### src/rtl/key_debounce_fsm_if.sv
//------------------------------------------------------------------------------
// Module      : key_debounce_fsm_if
// Description : Key front-end signal bundle: raw key in, debounced events out.
// Revision    : 1.0 - initial release
//------------------------------------------------------------------------------
`default_nettype none

interface key_debounce_fsm_if;
    logic key_n;
    logic key_valid;
    logic key_long;
    logic key_release;
    logic key_level;

    modport master (
        output key_n,
        input  key_valid,
        input  key_long,
        input  key_release,
        input  key_level
    );

    modport slave (
        input  key_n,
        output key_valid,
        output key_long,
        output key_release,
        output key_level
    );
endinterface

`default_nettype wire

### src/rtl/key_debounce_fsm.sv
//------------------------------------------------------------------------------
// Module      : key_debounce_fsm
// Description : Synchronise and debounce an active-low key; press, long-press,
//               auto-repeat and release pulses plus a debounced level.
// Revision    : 1.0 - initial release
//------------------------------------------------------------------------------
`default_nettype none

module key_debounce_fsm #(
    parameter int unsigned DEBOUNCE_CYCLES = 1000000,
    parameter int unsigned LONG_CYCLES     = 50000000,
    parameter int unsigned REPEAT_CYCLES   = 10000000,
    parameter bit          REPEAT_EN       = 1'b1
) (
    input  wire logic          clk,
    input  wire logic          rst_n,
    key_debounce_fsm_if.slave  bus
);

    localparam int unsigned c_DB_W   = $clog2(DEBOUNCE_CYCLES);
    localparam int unsigned c_HOLD_W = $clog2(LONG_CYCLES);
    localparam int unsigned c_REP_W  = $clog2(REPEAT_CYCLES);

    localparam logic [c_DB_W-1:0]   c_DB_LAST   = c_DB_W'(DEBOUNCE_CYCLES - 1);
    localparam logic [c_HOLD_W-1:0] c_HOLD_LAST = c_HOLD_W'(LONG_CYCLES - 1);
    localparam logic [c_HOLD_W-1:0] c_HOLD_PRE  = c_HOLD_W'(LONG_CYCLES - 2);
    localparam logic [c_REP_W-1:0]  c_REP_LAST  = c_REP_W'(REPEAT_CYCLES - 1);

    typedef enum logic [1:0] {
        IDLE       = 2'd0,
        PRESS_DB   = 2'd1,
        PRESSED    = 2'd2,
        RELEASE_DB = 2'd3
    } state_t;

    state_t              r_state, w_state_nxt;
    logic                r_sync1, r_sync2;
    logic [c_DB_W-1:0]   r_db_cnt, w_db_nxt;
    logic [c_HOLD_W-1:0] r_hold_cnt, w_hold_nxt;
    logic [c_REP_W-1:0]  r_rep_cnt, w_rep_nxt;
    logic                r_valid, w_valid_nxt;
    logic                r_long, w_long_nxt;
    logic                r_release, w_release_nxt;
    logic                r_level, w_level_nxt;
    logic                w_pressed;

    assign w_pressed = ~r_sync2;

    always_ff @(posedge clk or negedge rst_n) begin
        if (!rst_n) begin
            r_sync1    <= 1'b1;
            r_sync2    <= 1'b1;
            r_state    <= IDLE;
            r_db_cnt   <= '0;
            r_hold_cnt <= '0;
            r_rep_cnt  <= '0;
            r_valid    <= 1'b0;
            r_long     <= 1'b0;
            r_release  <= 1'b0;
            r_level    <= 1'b0;
        end else begin
            r_sync1    <= bus.key_n;
            r_sync2    <= r_sync1;
            r_state    <= w_state_nxt;
            r_db_cnt   <= w_db_nxt;
            r_hold_cnt <= w_hold_nxt;
            r_rep_cnt  <= w_rep_nxt;
            r_valid    <= w_valid_nxt;
            r_long     <= w_long_nxt;
            r_release  <= w_release_nxt;
            r_level    <= w_level_nxt;
        end
    end

    always_comb begin
        w_state_nxt   = r_state;
        w_db_nxt      = r_db_cnt;
        w_hold_nxt    = r_hold_cnt;
        w_rep_nxt     = r_rep_cnt;
        w_valid_nxt   = 1'b0;
        w_long_nxt    = 1'b0;
        w_release_nxt = 1'b0;
        w_level_nxt   = r_level;

        case (r_state)
            IDLE: begin
                if (w_pressed) begin
                    w_state_nxt = PRESS_DB;
                    w_db_nxt    = '0;
                end
            end

            PRESS_DB: begin
                if (!w_pressed) begin
                    w_state_nxt = IDLE;
                    w_db_nxt    = '0;
                end else if (r_db_cnt == c_DB_LAST) begin
                    w_state_nxt = PRESSED;
                    w_valid_nxt = 1'b1;
                    w_level_nxt = 1'b1;
                    w_hold_nxt  = '0;
                    w_rep_nxt   = '0;
                end else begin
                    w_db_nxt = r_db_cnt + 1'b1;
                end
            end

            PRESSED: begin
                if (!w_pressed) begin
                    w_state_nxt = RELEASE_DB;
                    w_db_nxt    = '0;
                end else if (r_hold_cnt != c_HOLD_LAST) begin
                    w_hold_nxt = r_hold_cnt + 1'b1;
                    // Repeat schedule is anchored on the long-press pulse
                    if (r_hold_cnt == c_HOLD_PRE) begin
                        w_long_nxt = 1'b1;
                        w_rep_nxt  = '0;
                    end
                end else if (REPEAT_EN) begin
                    if (r_rep_cnt == c_REP_LAST) begin
                        w_valid_nxt = 1'b1;
                        w_rep_nxt   = '0;
                    end else begin
                        w_rep_nxt = r_rep_cnt + 1'b1;
                    end
                end
            end

            RELEASE_DB: begin
                // Hold/repeat counters stay frozen so a bounce resumes the schedule
                if (w_pressed) begin
                    w_state_nxt = PRESSED;
                end else if (r_db_cnt == c_DB_LAST) begin
                    w_state_nxt   = IDLE;
                    w_level_nxt   = 1'b0;
                    w_release_nxt = 1'b1;
                    w_db_nxt      = '0;
                end else begin
                    w_db_nxt = r_db_cnt + 1'b1;
                end
            end

            default: begin
                w_state_nxt = IDLE;
            end
        endcase
    end

    assign bus.key_valid   = r_valid;
    assign bus.key_long    = r_long;
    assign bus.key_release = r_release;
    assign bus.key_level   = r_level;

endmodule

`default_nettype wire

### src/flat_wrapper.sv
// flat-port wrapper written by rule: the top's interface ports become plain ports
module key_debounce_fsm_flat 
#(
    parameter int unsigned DEBOUNCE_CYCLES = 1000000,
    parameter int unsigned LONG_CYCLES     = 50000000,
    parameter int unsigned REPEAT_CYCLES   = 10000000,
    parameter bit          REPEAT_EN       = 1'b1
)
  (clk, rst_n, bus_key_n, bus_key_valid, bus_key_long, bus_key_release, bus_key_level);
  key_debounce_fsm_if bus_i ();
  input  wire logic clk;
  input  wire logic rst_n;
  input wire logic [$bits(bus_i.key_n)-1:0] bus_key_n;
  output wire logic [$bits(bus_i.key_valid)-1:0] bus_key_valid;
  output wire logic [$bits(bus_i.key_long)-1:0] bus_key_long;
  output wire logic [$bits(bus_i.key_release)-1:0] bus_key_release;
  output wire logic [$bits(bus_i.key_level)-1:0] bus_key_level;
  assign bus_i.key_n = bus_key_n;
  assign bus_key_valid = bus_i.key_valid;
  assign bus_key_long = bus_i.key_long;
  assign bus_key_release = bus_i.key_release;
  assign bus_key_level = bus_i.key_level;
  key_debounce_fsm #(.DEBOUNCE_CYCLES(DEBOUNCE_CYCLES), .LONG_CYCLES(LONG_CYCLES), .REPEAT_CYCLES(REPEAT_CYCLES), .REPEAT_EN(REPEAT_EN)) u_core (.clk(clk), .rst_n(rst_n), .bus(bus_i));
endmodule
### config.mk
export PLATFORM = sky130hd
export DESIGN_NAME = key_debounce_fsm_flat
export DESIGN_NICKNAME = d
export VERILOG_FILES = /design/src/rtl/key_debounce_fsm_if.sv /design/src/rtl/key_debounce_fsm.sv /design/src/flat_wrapper.sv
export SDC_FILE = /design/constraint.sdc
export NUM_CORES = 1
export LEC_CHECK = 0
export ABC_CLOCK_PERIOD_IN_PS = 2600
export CORE_MARGIN = 2
export CORE_UTILIZATION = 35
export DETAILED_ROUTE_END_ITERATION = 6
export PLACE_DENSITY = 0.48
export SYNTH_ARGS = -nofsm -noshare
export SYNTH_HDL_FRONTEND = slang
export SYNTH_SLANG_ARGS = --single-unit
### constraint.sdc
create_clock -name clk -period 2.6 [get_ports clk]
set_input_delay 0.52 -clock clk [delete_from_list [all_inputs] [get_ports clk]]
set_output_delay 0.52 -clock clk [all_outputs]
set_load 0.1 [all_outputs]
# == Word-level counts from Yosys, hierarchy flattened ==
# Index checks and enable logic that the tools add are counted.
# word_totals
register_bits,78
elab_cells,83
out_inout_bits,4
# op_classes
mux,43
n_eq_ne,19
n_addsub,3
n_reduce_logical,8
# op_table
op,count
$mux 24,6
$mux 20,6
$mux 26,4
$pmux 20 s4,1
$pmux 26 s2,1
$pmux 24 s2,1
$add 26x1->26 const B,1
$eq 26x26->1 const B,1
$ne 26x26->1 const B,1
$add 24x1->24 const B,1
$eq 24x24->1 const B,1
$add 20x1->20 const B,1
$eq 20x20->1 const B,1
$mux 1,15
$reduce_and 5->1,3
$mux 2,6
$ne 2x1->1 const B,5
$pmux 2 s4,1
$reduce_and 4->1,2
$ne 2x2->1 const B,3
$ne 3x3->1 const B,2
$eq 2x2->1 const B,2
$pmux 1 s2,2
$reduce_bool 2->1,2
other kinds (4),4

# == Logic depth before layout (Yosys ltp) ==
# Gate-level depths: netlist (run 1).
# logic_depth
depth_word,5
mapped_depth,11

# == Least setup slack after synthesis (run 1) ==
# No wires, ideal clock.
# synth_path
kind,register -> register
from,register u_core.r_state[0]
to,register u_core.r_db_cnt[9]
stages_incl_launch_ff,9
arrival_time_ns,2.369
setup_slack_ns,0.161
synth_period_minus_slack_ns,2.439
cell_sequence,dfrtp_1 > inv_1 > ha_1 > clkbuf_1 > o31ai_1 > o31a_1 > nand3_1 > or4b_2 > nand3_1
# synth_via
elab_chain_len,3
# synth_lines
item,line_no,rtl
start: declaration,key_debounce_fsm.sv:36,"state_t r_state, w_state_nxt;"
start signal: assignment,key_debounce_fsm.sv:64,r_state <= w_state_nxt;
$eq 2x1->1 (tied with other cells),key_debounce_fsm.sv:85,case (r_state)
$ne 3x2->1 (no source line) (tied with other cells),-,
$reduce_and 4->1 (no source line),-,
end signal: assignment,key_debounce_fsm.sv:65,r_db_cnt <= w_db_nxt;
end: declaration,key_debounce_fsm.sv:38,"logic [c_DB_W-1:0] r_db_cnt, w_db_nxt;"
# Several ways; a longest one is shown, not always the timed one.
# A chain may end at the register's enable or synchronous reset.

# == Worst setup path in the final report (run 1) ==
# layout_path
from,register u_core.r_hold_cnt[7]
to,register u_core.r_hold_cnt[8]
# layout_via
elab_chain_len,4
# layout_lines
item,line_no,rtl
start: declaration,key_debounce_fsm.sv:39,"logic [c_HOLD_W-1:0] r_hold_cnt, w_hold_nxt;"
start signal: assignment,key_debounce_fsm.sv:66,r_hold_cnt <= w_hold_nxt;
$add 26x1->26,key_debounce_fsm.sv:113,w_hold_nxt = r_hold_cnt + 1'b1;
$mux 26,key_debounce_fsm.sv:112,end else if (r_hold_cnt != c_HOLD_LAST) begin
$mux 26,key_debounce_fsm.sv:109,if (!w_pressed) begin
$pmux 26 s2,key_debounce_fsm.sv:85,
# Several ways; a longest one is shown, not always the timed one. The select of a mux whose other input is x is not followed.

==> metrics, run 1 <==
Initial DRC Count=approximately 340; RSZ-0062 raised after global routing=no; FMAX=between 0.4 and 0.5 GHz; DRT Pass-1 Iters=5; final-report max-slew violation count=0; Port Buf Inserts=6; Worst-Skew Late Latency=between 0.3 and 0.4 ns; post-layout net count=between 500 and 600; adder-cell share of the synthesized area=0.02208; Register Area=about 2000 um^2; critical path startpoint category=flop; vias per cell=~5.6; CTS tree=yes; Yosys warning count=0; Worst EP arrival=approximately 2.7 ns; Hold WC Path Type=input pin to asynchronous set/reset pin; CTS buffer count=9; largest net degree at the start of global routing=48; fillers=1282; Post-synth ARST share=1.000; max incr delay on CP=0.57 ns; # DRC=0; CP Capture Type=flop; commonest non-fill, non-tap cell in the layout=dfrtp_1; simple-gate share of the synthesized area=0.2966; # setup viols final=0; Post-Syn Instances=roughly 530; final worst path period need=2.487 ns; syn avg cell area=roughly 8.6 um^2; final wirelength=between 10000 and 15000 um; Initial Utilization=0.3593; total number of vias=approximately 4000; most frequent cells in the layout=dfrtp_1 (76), nand2_1 (57), o21ai_0 (52); Switching Power=between 1000 and 1500 uW; Reg-to-Reg Start=u_core.r_hold_cnt[7]$_DFFE_PN0P_; Reg power frac=0.350; ratio of cells with drive above 1 in the final layout=0.1139; antenna-violating nets left=0; hold buffer count at CTS=0; vias in the first global route=~3900; slowest CP cell=or4b_1; Leak=approximately 0.0021 uW; Critical Path Start=u_core.r_hold_cnt[7]$_DFFE_PN0P_; sw frac=0.3228; Final HPWL DP=between 7000 and 8000 um; WP data required=around 2.8 ns; row count=around 40; Syn-to-layout area delta=17.08%; Die X=between 100 and 150 um; worst vdd rail ir drop=approximately 290 uV; Hold Vio Cnt, Final=0; H-tree lvl count=3; Final period util=0.9564; CTS Root Cell=clkbuf_16; Post-synth top flop=dfrtp_1; largest family of logic cells by synthesized area=simple AND/OR/NAND/NOR gates; Antenna diodes=0; CP Capture Point=u_core.r_hold_cnt[8]$_DFFE_PN0P_; XOR/XNOR Fraction of Synth Area=0.01545; Clk network pwr share=0.390; Seq/Total Area, Yosys=0.4310; Logic pwr share=0.260; Internal Power=between 2000 and 3000 uW; EDFF count, synth=0; worst r2r dst=u_core.r_hold_cnt[8]$_DFFE_PN0P_; setup slack, reg-to-reg=0.11 ns; gr usage total=0.1753; Power per Cell Area=between 700 and 800 nW/um^2; clk slew on worst S/H paths=0.06 ns; relative slew slack=0.5830; clk_skew=0.008421 ns; WL per Instance=around 16 um; Slew @ Worst Pin=0.6197 ns; Setup Total Neg Slack=0 ns; Yosys reg bits=78; Cell Chain, Critical Path=or4b_1 > or2_1 > or4_1 > nand2_1 > buf_12 > nor4_1 > a211o_1; Netlist cell types=53; Worst Path Max Fanout=22; die footprint=13880 um^2; max_cap viols=0; clk buf depth=2; mux cell area share after synthesis=0.004415; clk sinks=roughly 80; antenna violations before repair=0; global-route wire length before repair=a little under 20000 um; Core Footprint=between 10000 and 15000 um^2; DIE HEIGHT=~120 um; WS Path Type=flop to flop; cell area after synthesis=around 4500 um^2; area taken by multi-input logic gates=approximately 2400 um^2; status=finished, final reports clean; GPL Wtd Cong=0.7980; Syn Nets=around 540; worst reg2reg path depth=7; fin util=0.4207; post-synthesis compound-gate area fraction=0.1932; Ports=7; grt ovf=0
[how the worst min path moves through the flow]
stage	startpoint	endpoint	slack, ns	cells past startpoint
6_report	rst_n	u_core.r_hold_cnt[6]$_DFFE_PN0P_	0.12	1
5_1_grt	rst_n	u_core.r_hold_cnt[6]$_DFFE_PN0P_	0.16	1
4_1_cts	rst_n	u_core.r_hold_cnt[6]$_DFFE_PN0P_	0.14	1
3_5_place_dp	u_core.r_sync1$_DFF_PN1_	u_core.r_sync2$_DFF_PN1_	0.37	0
3_3_place_gp	u_core.r_sync1$_DFF_PN1_	u_core.r_sync2$_DFF_PN1_	0.37	0
2_1_floorplan	rst_n	asynchronous set/reset pin	0.22	0
[sequential cells by signal (all words and copies together), names as in the netlist, named ones only]
signal / count
u_core.bus.key_long: 1
u_core.r_rep_cnt: 24
u_core.r_sync1: 1
u_core.r_db_cnt: 20
u_core.bus.key_valid: 1
u_core.r_state: 1
u_core.r_hold_cnt: 26
u_core.r_sync2: 1
u_core.bus.key_release: 1
u_core.bus.key_level: 1
[routing by layer]
metal	share of wire	vias up	wire length (um)	global-route usage
li1	-	2007	-	-
met1	0.52	1985	5928	0.2622
met2	0.43	80	4874	0.2525
met3	0.034	17	392	0.02422
met4	0.023	0	260	0.07229
met5	0	-	0	0
[cell families after synthesis]
family          count (synthesis)
compound gates                142
buf+inv                        38
mux                             2
simple gates                  249
xor+xnor                        8
fa+ha+maj                       8
flops                          78
[layout make-up]
cell class / count / area share
Sequential cell: 78 / 0.3681
Multi-Input combinational cell: 409 / 0.4553
Inverter: 12 / 0.008485
Clock inverter: 6 / 0.02074
Timing Repair Buffer: 38 / 0.06363
Clock buffer: 10 / 0.04313
Tap cell: 172 / 0.04054
[cell usage after synthesis, types with 3 or more instances]
master	n	area share
nor4_1	10	0.014
o221ai_1	4	0.0077
o31ai_1	19	0.031
and3_1	17	0.023
and4_1	5	0.0097
clkbuf_1	18	0.015
a211o_1	3	0.0058
nor2_1	37	0.031
inv_1	12	0.0099
a31oi_1	20	0.028
or3_1	7	0.0097
or4_1	7	0.012
buf_2	3	0.0033
nand4b_1	5	0.0097
and2_1	5	0.0069
o21ai_0	52	0.057
nor4bb_1	3	0.0066
nor2b_1	11	0.015
a21oi_1	25	0.028
nand2_1	57	0.047
nand3_1	35	0.039
a21o_1	4	0.0066
nand2b_1	10	0.014
o211ai_1	4	0.0066
nor3_1	7	0.0077
nand4_1	20	0.028
xor2_1	7	0.014
ha_1	8	0.022
dfrtp_1	76	0.42
nand3b_1	3	0.0050
[through the flow]
| step | total power [uW] | setup slack (ns) | area [um^2] | std cells | hold slack, ns |
|---|---|---|---|---|---|
| 2_1_floorplan | 1937 | 0.1612 | 4534 | 525 | 0.2244 |
| 3_3_place_gp | 2299 | 0.1516 | 4964 | 709 | 0.3696 |
| 3_5_place_dp | 2302 | 0.1129 | 4964 | 709 | 0.3734 |
| 4_1_cts | 3782 | 0.09177 | 5303 | 725 | 0.1413 |
| 5_1_grt | 3949 | 0.006085 | 5309 | 725 | 0.1580 |
| 6_report | 3736 | 0.1133 | 5309 | 725 | 0.1216 |
[power groups by stage]
stage | clock [uW] | sequential (uW) | combinational [uW]
floorplan | 0 | 1320 | 622
global placement | 0 | 1330 | 971
detailed placement | 0 | 1330 | 972
CTS | 1500 | 1310 | 977
global route | 1540 | 1310 | 1090
finish | 1460 | 1310 | 970
[worst max-delay path, delay by kind of cell (launching register included)]
kind            cells  cell delay [ns]
buf+inv             1             0.16
simple gates        5             1.60
compound gates      1             0.22
flops               1             0.37
[timing repair]
item | CTS | global route
gates resized for setup | 0 | 2
setup endpoints to repair | 0 | 3
setup buffers | 0 | 0
No activity file was read; power rests on OpenSTA's default activity.
==> run 2, diff against run 1 <==
--- a/config.mk
+++ b/config.mk
@@ -6,7 +6,7 @@
 export NUM_CORES = 1
 export LEC_CHECK = 0
 export ABC_CLOCK_PERIOD_IN_PS = 2600
-export CORE_MARGIN = 2
+export CORE_MARGIN = 3
 export CORE_UTILIZATION = 35
 export DETAILED_ROUTE_END_ITERATION = 6
 export PLACE_DENSITY = 0.48
==> run 2 against run 1 <==
Total power shrank 5.9%. Critical path depth shrank 2. Cell count shrank 0.41%. Count of clock-buffer cells in the layout is the same. Die area grew 3.4%. Global-route usage shrank 0.45 points. Utilization grew 0.60 points. Cell area shrank 1.0%. Clock skew grew 0.0024 ns. Critical endpoint is now u_core.r_hold_cnt[7]$_DFFE_PN0P_. Highest routed layer unchanged.
==> metrics, run 2 (synthesis gave the netlist of run 1 again) <==
status=finished, final reports clean; Max Used Layer=met4; vias in the first global route=between 3000 and 4000; worst reg2reg path depth=5; post-layout net count=560; Hold WC Path Type=input pin to asynchronous set/reset pin; DRT met1 WL=~5800 um; final wirelength=~11000 um; Port Buf Inserts=6; clk slew on worst S/H paths=approximately 0.060 ns; Initial Utilization=0.3683; metal2 WL=between 5000 and 6000 um; FMAX=0.4012 GHz; Leak=0.002127 uW; H-tree lvl count=3; CTS Root Cell=clkbuf_16; CP Capture Type=flop; total number of vias=4027; vias per cell=5.578; clk buf depth=2; dpl ws=roughly 0.12 ns; Setup Total Neg Slack=0 ns; clk_skew=around 0.011 ns; Antenna diodes=0; Core Footprint=between 10000 and 15000 um^2; die footprint=~14000 um^2; Largest register FFs=26; biggest regs=u_core.r_hold_cnt x26, u_core.r_rep_cnt x24, u_core.r_db_cnt x20; Final HPWL DP=7749 um; max_cap viols=0; WL per Instance=around 16 um; Hold Vio Cnt, Final=0; clk sinks=78; Initial DRC Count=roughly 320; RSZ-0062 raised after global routing=no; global-route wire length before repair=a little under 20000 um; CTS tree=yes; Slew @ Worst Pin=between 0.6 and 0.7 ns; Ports=7; Final period util=0.9586; Reg-to-Reg Start=u_core.r_hold_cnt[7]$_DFFE_PN0P_; Buf+Inv Stages, Crit Path=0; GPL Wtd Cong=approximately 0.84; fillers=roughly 1200; WP depth=5; row count=40; final worst slack=0.1076 ns; final-report max-slew violation count=0; worst vdd rail ir drop=around 430 uV; most frequent cells in the layout=dfrtp_1 (76), nand2_1 (57), o21ai_0 (52); Worst EP arrival=about 2.8 ns; PostCTS Resize Cnt=0; final worst path period need=about 2.5 ns; grt ovf=0; hold slack final=around 0.15 ns; WP data required=2.85 ns; Syn-to-layout area delta=15.87%; routed wl met3=approximately 390 um; Power per Cell Area=roughly 670 nW/um^2; critical path startpoint category=flop; WS Path Type=flop to flop; Most flops, register=u_core.r_hold_cnt; relative slew slack=0.5597; worst r2r dst=u_core.r_hold_cnt[7]$_DFFE_PN0P_; postcts setup bufs=0; Die X=roughly 120 um; DRT Pass-1 Iters=4; max incr delay on CP=~0.56 ns; setup slack, reg-to-reg=between 0.1 and 0.15 ns; Worst Path Max Fanout=11; # DRC=0; Worst-Skew Late Latency=~0.35 ns; hold buffer count at CTS=0; antenna violations before repair=0; antenna-violating nets left=0; CTS buffer count=9; largest net degree at the start of global routing=42; PnR Total Power=3514 uW; commonest non-fill, non-tap cell in the layout=dfrtp_1; slowest CP cell=or4b_1; Cell Chain, Critical Path=or4b_1 > or2_1 > or4_1 > and2_1 > a31oi_1; # setup viols final=0; Worst path top cell family by delay=simple AND/OR/NAND/NOR gates; gr usage total=0.1708; DIE HEIGHT=roughly 120 um; ratio of cells with drive above 1 in the final layout=0.1155
[run 2: worst max path at each step]
stage,to,from
global route,u_core.r_hold_cnt[20]$_DFFE_PN0P_,u_core.r_db_cnt[0]$_DFFE_PN0P_
floorplan,u_core.r_db_cnt[9]$_DFFE_PN0P_,u_core.r_state[0]$_DFFE_PN0P_
global placement,u_core.r_hold_cnt[7]$_DFFE_PN0P_,u_core.r_hold_cnt[7]$_DFFE_PN0P_
CTS,u_core.r_hold_cnt[20]$_DFFE_PN0P_,u_core.r_hold_cnt[7]$_DFFE_PN0P_
detailed placement,u_core.r_hold_cnt[14]$_DFFE_PN0P_,u_core.r_hold_cnt[7]$_DFFE_PN0P_
finish,u_core.r_hold_cnt[7]$_DFFE_PN0P_,u_core.r_hold_cnt[7]$_DFFE_PN0P_
[run 2: worst register-to-register path, cell delays in order (launching register included)]
cell and delay (ns):
dfrtp_1 0.37, or4b_1 0.56, or2_1 0.28, or4_1 0.56
and2_1 0.33, a31oi_1 0.30
[run 2: where the power goes]
part | switching, uW | leakage (uW) | total (uW) | internal, uW
Clock | 544 | 0.000135 | 1220 | 678
Sequential | 54.3 | 0.00108 | 1310 | 1260
Combinational | 638 | 0.000915 | 981 | 343
[run 2: layout make-up]
class	count	area (um^2)	area share
Tap cell	168	210.2	0.04001
Timing Repair Buffer	39	345.3	0.06573
Clock inverter	6	46.29	0.008812
Clock buffer	10	239.0	0.04549
Multi-Input combinational cell	409	2414	0.4594
Inverter	12	45.04	0.008573
Sequential cell	78	1954	0.3720
[run 2: per-layer routing]
metal  GRT usage  up-vias
li1            -     2010
met2      0.2511       46
met3     0.04336        8
met1      0.2452     1963
met5           0        -
met4     0.05512        0
[run 2: stage by stage]
stage                     cell area (um^2)  instances    util
after floorplan                       4534        525       -
after global placement                4966        706  0.4034
after detailed placement              4966        706  0.4034
after CTS                             5251        722  0.4265
after global routing                  5254        722  0.4267
final                                 5254        722  0.4267
==> RTL edit 1 (config.mk and constraints of run 1) <==
`REPEAT_CYCLES` is set to 10000000 in 2 places; all go to 5000000.
--- a/src/rtl/key_debounce_fsm.sv
+++ b/src/rtl/key_debounce_fsm.sv
@@ -9,7 +9,7 @@
 module key_debounce_fsm #(
     parameter int unsigned DEBOUNCE_CYCLES = 1000000,
     parameter int unsigned LONG_CYCLES     = 50000000,
-    parameter int unsigned REPEAT_CYCLES   = 10000000,
+    parameter int unsigned REPEAT_CYCLES   = 5000000,
     parameter bit          REPEAT_EN       = 1'b1
 ) (
     input  wire logic          clk,
--- a/src/flat_wrapper.sv
+++ b/src/flat_wrapper.sv
@@ -3,7 +3,7 @@
 #(
     parameter int unsigned DEBOUNCE_CYCLES = 1000000,
     parameter int unsigned LONG_CYCLES     = 50000000,
-    parameter int unsigned REPEAT_CYCLES   = 10000000,
+    parameter int unsigned REPEAT_CYCLES   = 5000000,
     parameter bit          REPEAT_EN       = 1'b1
 )
   (clk, rst_n, bus_key_n, bus_key_valid, bus_key_long, bus_key_release, bus_key_level);
Formal check against the unedited RTL: same outputs for any inputs over 10 cycles, from zero or initial values and one cycle with rst_n low; that may be too few to reach the edited logic, so the function may still have changed.
==> RTL edit 1 against run 1 <==
Die area shrank 1.9%; area after synthesis shrank 2.0%; power grew 1.1%; sequential cell count down 1; via count shrank 3.3%; critical path depth stayed put; critical path type unchanged; count of clock-buffer cells in the layout grew 3; routed wire length fell by 1.1%; worst setup slack gained 110 ps; cell area is 0.28% lower; first-iteration DRC count is 49% lower.
==> RTL edit 1: results <==
set metrics [dict create \
    status "complete, no violations" \
    ir_drop_mv 0.421 \
    p_per_area_nw_per_um2 714 \
    firstDrtPassIters 5 \
    seqCellArea_um2 1930 \
    layout-drive-gt1-share_pct 13.6 \
    nFillCells 1272 \
    ys_async_sr_fraction_pct 100 \
    ys_seq_area_share_pct 43.4 \
    critPathArrivalTime_ps 2600 \
    final_cells 725 \
    grt_pass1_vias 3823 \
    yosys_warnings 0 \
    track_usage_pct 18.2 \
    place_congestion 0.813 \
    placedCellCount 709 \
    synth_edf_count 0 \
    nNetsFinal 559 \
    leakage_nw 2.23 \
    dp_hpwl_um 8080 \
    post-place-ws_ps 47.0 \
    largestRegisters "u_core.r_hold_cnt x26, u_core.r_rep_cnt x23, u_core.r_db_cnt x20" \
    synth_common_cells "dfrtp_1 (75), nand2_1 (54), o21ai_0 (49)" \
    p_sw_share_pct 32.8 \
    synth-xor-area-share_pct 1.97 \
    clock_latency_ps 340 \
    synth_cell_type_count 56 \
    cts_resized 0 \
    port_buffers 6 \
    comb_power_share_pct 29.3 \
    grt_max_degree 44 \
    synth_compound_area_share_pct 20.1 \
    pwr.group.clock_mw 1.39 \
    drtIter0Drc 175 \
    placed_area_um2 4930 \
    clock_skew_ps 5.20 \
    diodes 0 \
    clockBufferDepth 2 \
    vias 3955 \
    path_max_fanout 21 \
    clk_pin_slew_ps 60 \
    grt_antenna_before_repair 0 \
    cts_setup_buffers 0 \
    synth_area_leaders "dfrtp_1 (42%), o21ai_0 (5.5%), nand2_1 (4.6%)" \
    hp-class "in2async" \
    grt_pass1_wl_um 19300 \
    syn_nets 522 \
    yosys-mux-area-fraction_pct 1.18 \
    worstMarginPinSlew_ps 591 \
    cts_buffers 9 \
    wl_per_cell_um 15.6 \
    synth.avg_cell_area_um2 8.70 \
    cts_root_buffer "clkbuf_16" \
    h-tree-depth 3 \
    synth_fa_ha_area_share_pct 2.25 \
]
## RTL edit 1: changes by cell type after synthesis, sizes merged, moves of 6 or more
cell	run 1	this run
nor3	7	21
nor2	37	45
a22o	1	14
a31oi	20	6
nand4	20	14
and3	17	9
a21o	4	11
## RTL edit 1: critical path, stage by stage, from the launching register on
cell      delay [ps]
dfrtp_1          440
or4bb_1          560
nor4b_1          400
a2111o_1         260
buf_4            280
a31oi_1           60
o21ai_0          160
o41ai_1          100
## RTL edit 1: cell type report
class / count / share of cell area, %
Multi-Input combinational cell: 400 / 45.5
Tap cell: 172 / 4.07
Clock buffer: 13 / 4.92
Clock inverter: 3 / 1.28
Inverter: 14 / 0.993
Timing Repair Buffer: 46 / 6.81
Sequential cell: 77 / 36.4
## RTL edit 1: worst paths after layout
path | startpoint | end | slack (ps) | cells past startpoint
hold / removal | rst_n | u_core.r_hold_cnt[25] | 180 | 1
hold reg to reg | u_core.r_sync1 | u_core.r_sync2 | 360 | 0
min in group clk | u_core.r_sync1 | u_core.r_sync2 | 360 | 0
setup / recovery | u_core.r_rep_cnt[7] | u_core.r_rep_cnt[19] | 220 | 7
setup reg to reg | u_core.r_rep_cnt[7] | u_core.r_rep_cnt[19] | 220 | 7
max in group asynchronous | rst_n | u_core.r_db_cnt[13] | 1820 | 2
## RTL edit 1: metal layers
layer | part of all wire [%] | vias to the layer above | global-route usage (%)
li1 | - | 1969 | -
met1 | 47 | 1906 | 24.0
met2 | 47 | 61 | 29.0
met3 | 3.5 | 19 | 5.29
met4 | 2.0 | 0 | 5.25
met5 | 0 | - | 0
==> RTL edit 2 (settings of run 1) <==
Made on the original files. The 4 states of `state_t` get a Gray code encoding in 2 bits.
--- a/src/rtl/key_debounce_fsm.sv
+++ b/src/rtl/key_debounce_fsm.sv
@@ -27,10 +27,10 @@
     localparam logic [c_REP_W-1:0]  c_REP_LAST  = c_REP_W'(REPEAT_CYCLES - 1);
 
     typedef enum logic [1:0] {
-        IDLE       = 2'd0,
-        PRESS_DB   = 2'd1,
-        PRESSED    = 2'd2,
-        RELEASE_DB = 2'd3
+        IDLE       = 2'b00,
+        PRESS_DB   = 2'b01,
+        PRESSED    = 2'b11,
+        RELEASE_DB = 2'b10
     } state_t;
 
     state_t              r_state, w_state_nxt;
Formal check against the unedited RTL: same outputs for any inputs over 10 cycles, from zero or initial values and one cycle with rst_n low; not proved beyond that.
==> RTL edit 2 against run 1 <==
Routed wire length grew 1.6%; power down 11%; non-clock buffer count rose by 1; sequential cell count is the same; cell area grew 0.47%; synthesized cell count up 2.7%; worst hold slack worse by 4.9 ps; fmax is 2.9% higher; global-route usage is 0.22 points lower; worst setup slack improved by 71 ps; first-iteration DRC count decreased by 37%; via count down 1.8%; area after synthesis rose by 1.3%; critical path type unchanged; die area increased by 1.3%.
==> RTL edit 2: results <==
set metrics [dict create \
    clockBufferDepth 2 \
    synth_cell_type_count 61 \
    path_max_fanout 22 \
    ys_async_sr_fraction_pct 100 \
    nFillCells 1339 \
    wl_met1_um 5860 \
    totalWireLength_um 11600 \
    cpMaxStageDelayCell "or4b_1" \
    wl_per_cell_um 15.6 \
    largestRegisters "u_core.r_hold_cnt x26, u_core.r_rep_cnt x24, u_core.r_db_cnt x20" \
    synth_area_leaders "dfrtp_1 (41%), nand2_1 (7.2%), o21ai_0 (4.1%)" \
    syn_nets 551 \
    synth_compound_area_share_pct 13.9 \
    power.internal_mw 2.30 \
    critPathArrivalTime_ps 2690 \
    synth_fa_ha_area_share_pct 2.45 \
    critPathTopFamily "simple AND/OR/NAND/NOR gates" \
    cts_root_buffer "clkbuf_16" \
    grt_pass1_vias 3699 \
    synth-xor-area-share_pct 2.86 \
    yosys-mux-area-fraction_pct 0.654 \
    r2r-start "u_core.r_db_cnt[0]" \
    grt_pass1_wl_um 19500 \
    ir_drop_mv 0.273 \
    layout-drive-gt1-share_pct 11.9 \
    synth.avg_cell_area_um2 8.52 \
    endpoint "u_core.r_hold_cnt[24]" \
    drtIter0Drc 214 \
    dr_wl_met3_um 393 \
    routed.top_layer "met4" \
    cts_buffers 9 \
    leakage_nw 2.17 \
    yosysTopAreaCellShare_pct 41.4 \
    synth_common_cells "nand2_1 (88), dfrtp_1 (76), nor2_1 (47)" \
    diodes 0 \
    r2r_slack_ps 180 \
    grt_max_degree 38 \
    grt_antenna_before_repair 0 \
    viasPerCell 5.39 \
    h-tree-depth 3 \
    status "complete, no violations" \
    gr-usage-met3_pct 2.65 \
    placedCellCount 728 \
    clock_skew_ps 6.95 \
    grtUsageMet2_pct 25.7 \
    track_usage_pct 17.3 \
    grt_use_met1_pct 25.2 \
    ys_seq_area_share_pct 42.5 \
    place_congestion 0.807 \
    clock_latency_ps 340 \
    port_buffers 6 \
    slowest_delay_ps 540 \
    worstMarginPinSlew_ps 514 \
    nNetsFinal 580 \
    dp_hpwl_um 8010 \
    reg2reg_depth 9 \
    wl_met2_um 5180 \
]
[RTL edit 2: changes by cell type after synthesis, sizes merged, moves of 8 or more]
| cell | delta |
|---|---|
| a21oi | -13 |
| a22o | +8 |
| a31oi | -18 |
| inv | +8 |
| nand2 | +32 |
| nor2 | +11 |
| nor2b | -10 |
| nor3 | +18 |
| o31ai | -15 |
| xnor2 | +14 |
[RTL edit 2: what timing repair did]
| action | 4_1_cts | 5_1_grt |
|---|---|---|
| resized for setup | 0 | 3 |
| setup buffers | 0 | 1 |
| endpoints found under the hold margin | 0 | 0 |
| setup endpoints to repair | 0 | 16 |
[RTL edit 2: layout make-up]
cell class                      instances  area, um2  area share [%]
Multi-Input combinational cell        420       2480            46.5
Sequential cell                        78       1950            36.6
Timing Repair Buffer                   39        308            5.77
Clock buffer                           13        260            4.88
Tap cell                              172        215            4.03
Inverter                               20       75.1            1.41
Clock inverter                          3       42.5           0.798
[RTL edit 2: power groups by stage]
stage                     clock network [mW]  registers (mW)  logic [mW]
after global routing                    1.38            1.31       0.795
after CTS                               1.33            1.30       0.716
after floorplan                            0            1.31       0.459
final                                   1.29            1.31       0.712
after detailed placement                   0            1.33       0.713
after global placement                     0            1.32       0.708
[RTL edit 2: metrics by stage]
| step | power [mW] | util [%] | hold slack [ps] | cell area (um2) | setup WS (ps) |
|---|---|---|---|---|---|
| after floorplan | 1.77 | - | 224 | 4590 | 312 |
| after global placement | 2.03 | 39.3 | 350 | 5000 | 152 |
| after detailed placement | 2.04 | 39.3 | 352 | 5000 | 107 |
| after CTS | 3.36 | 41.7 | 136 | 5310 | 72.6 |
| after global routing | 3.49 | 41.9 | 152 | 5330 | 0.387 |
| final | 3.31 | 41.9 | 117 | 5330 | 184 |
